### src/rtl/sh7604_mac_seq.sv
// sh7604_mac_seq: sequencer between the SH7604 decoder and the multiply/MAC unit.
// Takes one multiply-class command, issues the one or two register writes the
// unit needs, waits out a short guard window plus the unit's busy flag, then
// pulses DONE. STS reads come back on RES_DATA and are held until the next STS.
//
// Op map (MAC_OP encoding of the unit, 0000 added for STS):
//   two writes : 0001 MUL.L, 0010 DMULS.L, 0011 DMULU.L, 1001 MAC.L, 1011 MAC.W
//   one write  : 0100/0110/0111 MULx.W, 1000 LDS, 1111 CLRMAC
//   0000 STS, anything else completes without touching the unit.
module sh7604_mac_seq #(
    parameter int GUARD_CYC = 1
) (
    input  logic        CLK,
    input  logic        RST,
    input  logic        CE_R,
    input  logic        CMD_VALID,
    output logic        CMD_READY,
    input  logic [3:0]  CMD_OP,
    input  logic [1:0]  CMD_SEL,
    input  logic        CMD_S,
    input  logic [31:0] CMD_A,
    input  logic [31:0] CMD_B,
    input  logic        CMD_HA,
    input  logic        CMD_HB,
    output logic [1:0]  M_SEL,
    output logic [3:0]  M_OP,
    output logic        M_S,
    output logic        M_WE,
    output logic [31:0] M_DI,
    output logic [31:0] M_A,
    input  logic [31:0] M_DO,
    input  logic        M_BUSY,
    output logic [31:0] RES_DATA,
    output logic        DONE
);

    localparam logic [3:0] OP_STS    = 4'b0000;
    localparam logic [3:0] OP_LDS    = 4'b1000;
    localparam logic [3:0] OP_CLRMAC = 4'b1111;
    localparam logic [3:0] OP_MACW   = 4'b1011;

    typedef enum logic [2:0] {S_IDLE, S_WRA, S_WRB, S_WR1, S_WAIT, S_READ} state_t;

    state_t      state_reg;
    logic        ready_reg;
    logic [1:0]  m_sel_reg;
    logic [3:0]  m_op_reg;
    logic        m_s_reg;
    logic        m_we_reg;
    logic [31:0] m_di_reg;
    logic [31:0] m_a_reg;
    logic [31:0] res_reg;
    logic        done_reg;
    logic [1:0]  guard_reg;
    // Fields still needed after the accept edge; the rest go straight into
    // the output registers on that edge.
    logic [31:0] b_reg;
    logic        hb_reg;

    function automatic logic is_two_write(input logic [3:0] op);
        return (op == 4'b0001) || (op == 4'b0010) || (op == 4'b0011) ||
               (op == 4'b1001) || (op == 4'b1011);
    endfunction

    function automatic logic is_one_write(input logic [3:0] op);
        return (op == 4'b0100) || (op == 4'b1000) || (op == 4'b0110) ||
               (op == 4'b0111) || (op == 4'b1111);
    endfunction

    // Only MAC.W uses the address: bit1 picks the halfword of the operand.
    function automatic logic [31:0] mac_addr(input logic [3:0] op, input logic half);
        return (op == OP_MACW) ? {30'b0, half, 1'b0} : 32'b0;
    endfunction

    assign CMD_READY = ready_reg;
    assign M_SEL     = m_sel_reg;
    assign M_OP      = m_op_reg;
    assign M_S       = m_s_reg;
    assign M_WE      = m_we_reg;
    assign M_DI      = m_di_reg;
    assign M_A       = m_a_reg;
    assign RES_DATA  = res_reg;
    assign DONE      = done_reg;

    // Sequencer FSM with registered outputs; DONE self-clears every clock so
    // it stays a single-clock pulse even when CE_R is low afterwards.
    always_ff @(posedge CLK) begin
        if (RST) begin
            state_reg <= S_IDLE;
            ready_reg <= 1'b1;
            m_sel_reg <= 2'b00;
            m_op_reg  <= 4'b0000;
            m_s_reg   <= 1'b0;
            m_we_reg  <= 1'b0;
            m_di_reg  <= 32'b0;
            m_a_reg   <= 32'b0;
            res_reg   <= 32'b0;
            done_reg  <= 1'b0;
            guard_reg <= 2'b00;
            b_reg     <= 32'b0;
            hb_reg    <= 1'b0;
        end else begin
            done_reg <= 1'b0;
            if (CE_R) begin
                case (state_reg)
                    S_IDLE: begin
                        if (CMD_VALID) begin
                            b_reg  <= CMD_B;
                            hb_reg <= CMD_HB;
                            if (is_two_write(CMD_OP)) begin
                                state_reg <= S_WRA;
                                ready_reg <= 1'b0;
                                m_we_reg  <= 1'b1;
                                m_sel_reg <= 2'b01;
                                m_op_reg  <= CMD_OP;
                                m_s_reg   <= CMD_S;
                                m_di_reg  <= CMD_A;
                                m_a_reg   <= mac_addr(CMD_OP, CMD_HA);
                            end else if (is_one_write(CMD_OP)) begin
                                state_reg <= S_WR1;
                                ready_reg <= 1'b0;
                                m_we_reg  <= 1'b1;
                                m_op_reg  <= CMD_OP;
                                m_s_reg   <= CMD_S;
                                m_a_reg   <= 32'b0;
                                if (CMD_OP == OP_LDS) begin
                                    m_sel_reg <= CMD_SEL;
                                    m_di_reg  <= CMD_A;
                                end else if (CMD_OP == OP_CLRMAC) begin
                                    m_sel_reg <= 2'b11;
                                    m_di_reg  <= 32'b0;
                                end else begin
                                    m_sel_reg <= 2'b10;
                                    m_di_reg  <= {CMD_B[15:0], CMD_A[15:0]};
                                end
                            end else if (CMD_OP == OP_STS) begin
                                state_reg <= S_READ;
                                ready_reg <= 1'b0;
                                m_sel_reg <= CMD_SEL;
                            end else begin
                                // Unknown op: complete at once, unit untouched.
                                done_reg <= 1'b1;
                            end
                        end
                    end
                    S_WRA: begin
                        state_reg <= S_WRB;
                        m_sel_reg <= 2'b10;
                        m_di_reg  <= b_reg;
                        m_a_reg   <= mac_addr(m_op_reg, hb_reg);
                    end
                    S_WRB, S_WR1: begin
                        state_reg <= S_WAIT;
                        m_we_reg  <= 1'b0;
                        m_sel_reg <= 2'b11;
                        m_op_reg  <= 4'b0000;
                        m_s_reg   <= 1'b0;
                        m_di_reg  <= 32'b0;
                        m_a_reg   <= 32'b0;
                        guard_reg <= 2'(GUARD_CYC);
                    end
                    S_WAIT: begin
                        // The unit may not have raised BUSY yet right after the
                        // last write, so the guard cycles ignore it.
                        if (guard_reg != 2'b00) begin
                            guard_reg <= guard_reg - 2'b01;
                        end else if (!M_BUSY) begin
                            state_reg <= S_IDLE;
                            ready_reg <= 1'b1;
                            m_sel_reg <= 2'b00;
                            done_reg  <= 1'b1;
                        end
                    end
                    S_READ: begin
                        if (!M_BUSY) begin
                            state_reg <= S_IDLE;
                            ready_reg <= 1'b1;
                            m_sel_reg <= 2'b00;
                            res_reg   <= M_DO;
                            done_reg  <= 1'b1;
                        end
                    end
                    default: begin
                        state_reg <= S_IDLE;
                        ready_reg <= 1'b1;
                        m_sel_reg <= 2'b00;
                        m_we_reg  <= 1'b0;
                    end
                endcase
            end
        end
    end

endmodule

### config.mk
export PLATFORM = sky130hd
export DESIGN_NAME = sh7604_mac_seq
export DESIGN_NICKNAME = d
export VERILOG_FILES = /design/src/rtl/sh7604_mac_seq.sv
export SDC_FILE = /design/constraint.sdc
export NUM_CORES = 1
export LEC_CHECK = 0
export ABC_AREA = 1
export ABC_CLOCK_PERIOD_IN_PS = 3510
export BUFFER_PORTS_ARGS = -buffer_cell sky130_fd_sc_hd__buf_2
export CELL_PAD_IN_SITES_DETAIL_PLACEMENT = 0
export CELL_PAD_IN_SITES_GLOBAL_PLACEMENT = 1
export CORE_UTILIZATION = 37
export CTS_BUF_LIST = sky130_fd_sc_hd__clkbuf_4 sky130_fd_sc_hd__clkbuf_8
export CTS_CLUSTER_DIAMETER = 50
export DETAILED_ROUTE_END_ITERATION = 7
export PLACE_DENSITY_LB_ADDON = 0.2
export SYNTH_ARGS = -nofsm -noshare
export SYNTH_HDL_FRONTEND = slang
export SYNTH_SLANG_ARGS = --single-unit
### constraint.sdc
create_clock -name CLK -period 3.51 [get_ports CLK]
set_input_delay 0.351 -clock CLK [delete_from_list [all_inputs] [get_ports CLK]]
set_output_delay 0.351 -clock CLK [all_outputs]
set_load 0.02 [all_outputs]
### After elaboration in Yosys (flattened, before gate mapping)

Index checks and enable logic that the tools add are counted.

| storage, ports and cells | value |
|---|---|
| flip-flop bits (word level) | 144 |
| input port bits | 110 |
| output and inout bits | 106 |

| cells by class | value |
|---|---|
| $add $sub $neg | 1 |
| equality and inequality tests | 21 |
| muxes and demuxes | 56 |
| bitwise logic cells | 4 |
| reduce and logical (&&, ||, !) cells | 26 |

Operator list:

| kind | number |
|---|---|
| two-way mux 32 bit | 8 |
| one-hot mux 32 bit (3 select lines) | 2 |
| == test 4 bit (second input constant) | 5 |
| two-way mux 2 bit | 10 |
| two-way mux 1 bit | 19 |
| two-way mux 3 bit | 6 |
| AND reduction 4 bit | 4 |
| one-hot mux 3 bit (5 select lines) | 1 |
| == test 4 x 3 -> 1 bit (second input constant) | 3 |
| two-way mux 4 bit | 3 |
| one-hot mux 2 bit (5 select lines) | 1 |
| AND reduction 3 bit | 3 |
| == test 4 x 2 -> 1 bit (second input constant) | 2 |
| logical OR 1 bit | 8 |
| one-hot mux 4 bit (2 select lines) | 1 |
| == test 3 x 2 -> 1 bit (second input constant) | 2 |
| == test 3 bit (second input constant) | 2 |
| inequality test 2 bit (second input constant) | 3 |
| nonzero test 2 bit | 3 |
| OR reduction 3 bit | 2 |
| AND reduction 5 bit | 1 |
| == test 4 x 1 -> 1 bit (second input constant) | 1 |
| zero test 4 bit | 1 |
| inequality test 4 bit (second input constant) | 1 |
| 11 further kinds | 16 |

### Longest topological paths before layout

| logic depth | value |
|---|---|
| depth in word-level cells | 9 |
| gate-level depth with buffers | 12 |
| depth with buffers taken out | 10 |

### Worst setup path before layout

OpenSTA, ideal clock, no wires.

| timing | value |
|---|---|
| path kind | reg-to-reg |
| start | register state_reg[2] |
| end | register m_di_reg[13], in the netlist M_DI[13] |
| library setup time | 113 ps |
| arrival | 1292 ps |
| data required time | 3397 ps |
| setup slack | 2105 ps |
| cell stages (with the launch flop) | 11 |
| clock period less this slack | 1405 ps |
| path through | dfxtp_1 > buf_4 > inv_2 > nand2_2 > o21ai_1 > inv_2 > nand3_2 > buf_2 > nand2_1 > nand2_1 > nor2_1 |

| between the ends | value |
|---|---|
| word-level cells in the longest chain between the ends | 4 |
| elaborated cells between the ends (all ways) | 10 |
| classes of those cells | eq/ne (5); mux (1); reduce/logical (4) |

Ends and longest elaborated chain:

| what | RTL line | text |
|---|---|---|
| start: declaration | 44 | `state_t state_reg;` |
| start signal: assignment | 89 | `state_reg <= S_IDLE;` |
| start signal: assignment | 111 | `state_reg <= S_WRA;` |
| start signal: assignment | 120 | `state_reg <= S_WR1;` |
| == test 3 x 2 -> 1 bit | 105 | `case (state_reg)` |
| OR reduction 2 bit | 105 |  |
| nonzero test 3 bit (no source line) | -- |  |
| AND reduction 4 bit (no source line) | -- |  |
| end signal: assignment | 134 | `m_di_reg <= {CMD_B[15:0], CMD_A[15:0]};` |
| end signal: assignment | 149 | `m_di_reg <= b_reg;` |
| end: declaration | 50 | `logic [31:0] m_di_reg;` |

Parallel ways exist; a longest one is shown, timed or not.
A chain may end at the register's enable or synchronous reset.

### Final worst setup path

| timing | value |
|---|---|
| start | register state_reg[2] |
| end | register m_di_reg[9], in the netlist M_DI[9] |

The elaborated chain is that of the path after synthesis.

==> results.toml <==
[worst_hold_path]
hold_depth = 3
hold_path_end = "b_reg[25]"
hold_class = "in -> reg"
min_from = "CMD_B[25]"

[worst_setup_path]
crit_type = "reg -> reg"
required_ns = 3.88
r2r_cells = 9
crit_chain = "inv_2, nand2_2, o21ai_1, inv_2, nand3_2, buf_4, nand2_1, nand2_1, nor2_1"
r2r_start = "state_reg[2]"
cp_max_fo = 24
startpoint_type = "flop"
critical-path-slowest-cell = "dfxtp_1"
cp.buffers_inverters = 3
arrival_ns = 2.68
slowest_delay_ns = 0.51
r2r_setup_slack_ns = 1.20
endpoint_kind = "flop"
crit_family = "buffers and inverters"
path_depth = 9
r2r_end = "M_DI[9]"

[sta]
min_period_ns = 2.310
slew_violations = 0
tightest_slew_ns = 0.7444
hold_violations = 0
rsz0062_at_grt = "no"
fmax_ghz = 0.4329
hold_slack_ns = 0.1442
maxSlewHeadroom_pct = 50.30
finClkSkew_ns = 0.006552
worst_slack_ns = 1.200
setup_viol = 0
finalCritPeriodShare_pct = 65.81
tns_ns = 0

[route]
drtAntennaViolNets = 0
post_drt_wl_per_cell_um = 14.06
firstDrtPassIters = 6
drt-total-wl_um = 16360
num_vias = 5495
dr.first_iter.drc_count = 353
post-route-drc-count = 0
vias_per_cell = 4.721

[synthesis]
synth_top_family_by_area = "simple AND/OR/NAND/NOR gates"
yosysSeqAreaShare_pct = 41.58
synthXorXnorAreaFrac_pct = 0
synth_async_sr_flop_share_pct = 0
synth-seq-cells = 113
synth_commonest_cells = "nor2_1, nand2_1, dfxtp_1"
yosys.area_share.simple_pct = 31.62
synth_compound_area_share_pct = 12.37
netlist-cell-type-count = 26
yosysMostFrequentCell = "nor2_1"
synth_cells = 809
yosys.area.top_type = "dfxtp_1"
syn_area_per_cell_um2 = 6.725
syn_area_um2 = 5440
ys_warn_count = 0
synthMuxAreaShare_pct = 0
synth_edf_count = 0
synthTopCellsByArea = "dfxtp_1, nor2_1, nand2_1, o21ai_0, buf_4"
synth_top_cell_area_share_pct = 41.58
synthFlopType = "dfxtp_1"
synthAdderAreaFrac_pct = 0.2300

[cts]
clock_sinks = 113
postCtsHoldBufs = 0
cts.htree.levels = 4
cts_buffers = 17
cts_root_buffer = "clkbuf_8"
clk-insertion-delay-late_ns = 0.44
max-clock-path-buffers = 2
cts-resized-gates = 0
cts_setup_buffers = 0
cts_tree = "yes"
clk_pin_slew_ns = 0.06

[floorplan]
num_io_pins = 216
fp.dieW_um = 123.3
num_rows = 43
core_area_um2 = 14100
die_area_um2 = 15190
die_h_um = 123.3
start_util_pct = 38.59

[finish]
area_growth_pct = 23.74
post-route-util_pct = 47.75
layout-drive-gt1-share_pct = 24.80
multiInputGateArea_um2 = 2522
stdcell_count = 1164
fillers = 1536
nNetsFinal = 1083
regArea_um2 = 2262
antenna_cells = 0
finish.instance_area_um2 = 6731

[power]
p_total_mw = 3.649
power_density_nw_per_um2 = 542.1
power_leakage_nw = 3.409
max-vdd-ir-drop_uv = 330.1

[placement]
place_inst = 1133
dpl.hpwl_um = 11900
dpl_cell_area_um2 = 6300
dp_worst_setup_slack_ns = 1.204
io_buffers = 184
place_congestion = 0.8414

[global_route]
grt_usage_pct = 21.27
grt_pass1_vias = 4827
grt_pass1_wl_um = 24290
grt_max_degree = 61
gr-total-overflow = 0
antenna_found_initial = 0

[job]
maxCapViolCount = 0

[outcome]
status = "finished clean"
layout make-up:
class,count,share of cell area [%]
flip-flops and latches,113,33.61
clock inverters,4,1.450
well taps,180,3.346
inverters,79,4.405
repair buffers,192,14.76
multi-input cells,569,37.47
clock buffers,27,4.963
worst reg2reg max path, stage by stage (launching register included):
cell and delay [ns]:
dfxtp_1 0.51, inv_2 0.24, nand2_2 0.19, o21ai_1 0.11, inv_2 0.31, nand3_2 0.33
buf_4 0.32, nand2_1 0.08, nand2_1 0.04, nor2_1 0.11
power by group:
group          leakage [nW]  switching (mW)  internal (mW)  total (mW)
clock                 0.221           0.504          0.823        1.33
combinational          2.27           0.591          0.271       0.862
sequential            0.922          0.0595           1.40        1.46
cells in the final DEF (no fill, tap or decap), types with 2 or more instances in the layout:
| cell | n |
|---|---|
| nor2_1 | 181 |
| o21ai_1 | 2 |
| dfxtp_1 | 113 |
| nor3_1 | 2 |
| conb_1 | 31 |
| a21oi_1 | 45 |
| nand3_2 | 2 |
| clkinv_1 | 2 |
| buf_2 | 184 |
| clkbuf_4 | 6 |
| nand2_4 | 2 |
| clkbuf_8 | 21 |
| nand2_1 | 135 |
| nand3_1 | 32 |
| o21ai_0 | 86 |
| inv_1 | 69 |
| buf_4 | 7 |
| nand2_2 | 3 |
| inv_2 | 8 |
| nand4_1 | 40 |
| nor2_2 | 4 |
| bufinv_16 | 3 |
worst max-delay path by stage:
stage	start	end	slack [ns]
after detailed placement	CMD_OP[2]	M_DI[12]	1.20
after CTS	state_reg[2]	M_DI[12]	1.21
final	state_reg[2]	M_DI[9]	1.20
after global routing	state_reg[2]	M_DI[12]	0.90
after floorplan	state_reg[2]	M_DI[13]	2.11
after global placement	CMD_OP[2]	M_DI[13]	1.24
cells by family (layout without fill, tap and decap cells):
family	Yosys count	after routing
and+or+nand+nor	403	403
buffers and inverters	157	302
AOI/OAI and AO/OA	134	134
DFF	113	113
adders and majority gates	1	1
other	1	31
routing by layer:
metal	wire length, um	track usage, %
met5	0	0
met4	211	7.078
met3	891	4.797
met2	7844	36.21
met1	7414	26.38
No activity file was read; power rests on OpenSTA's default activity.
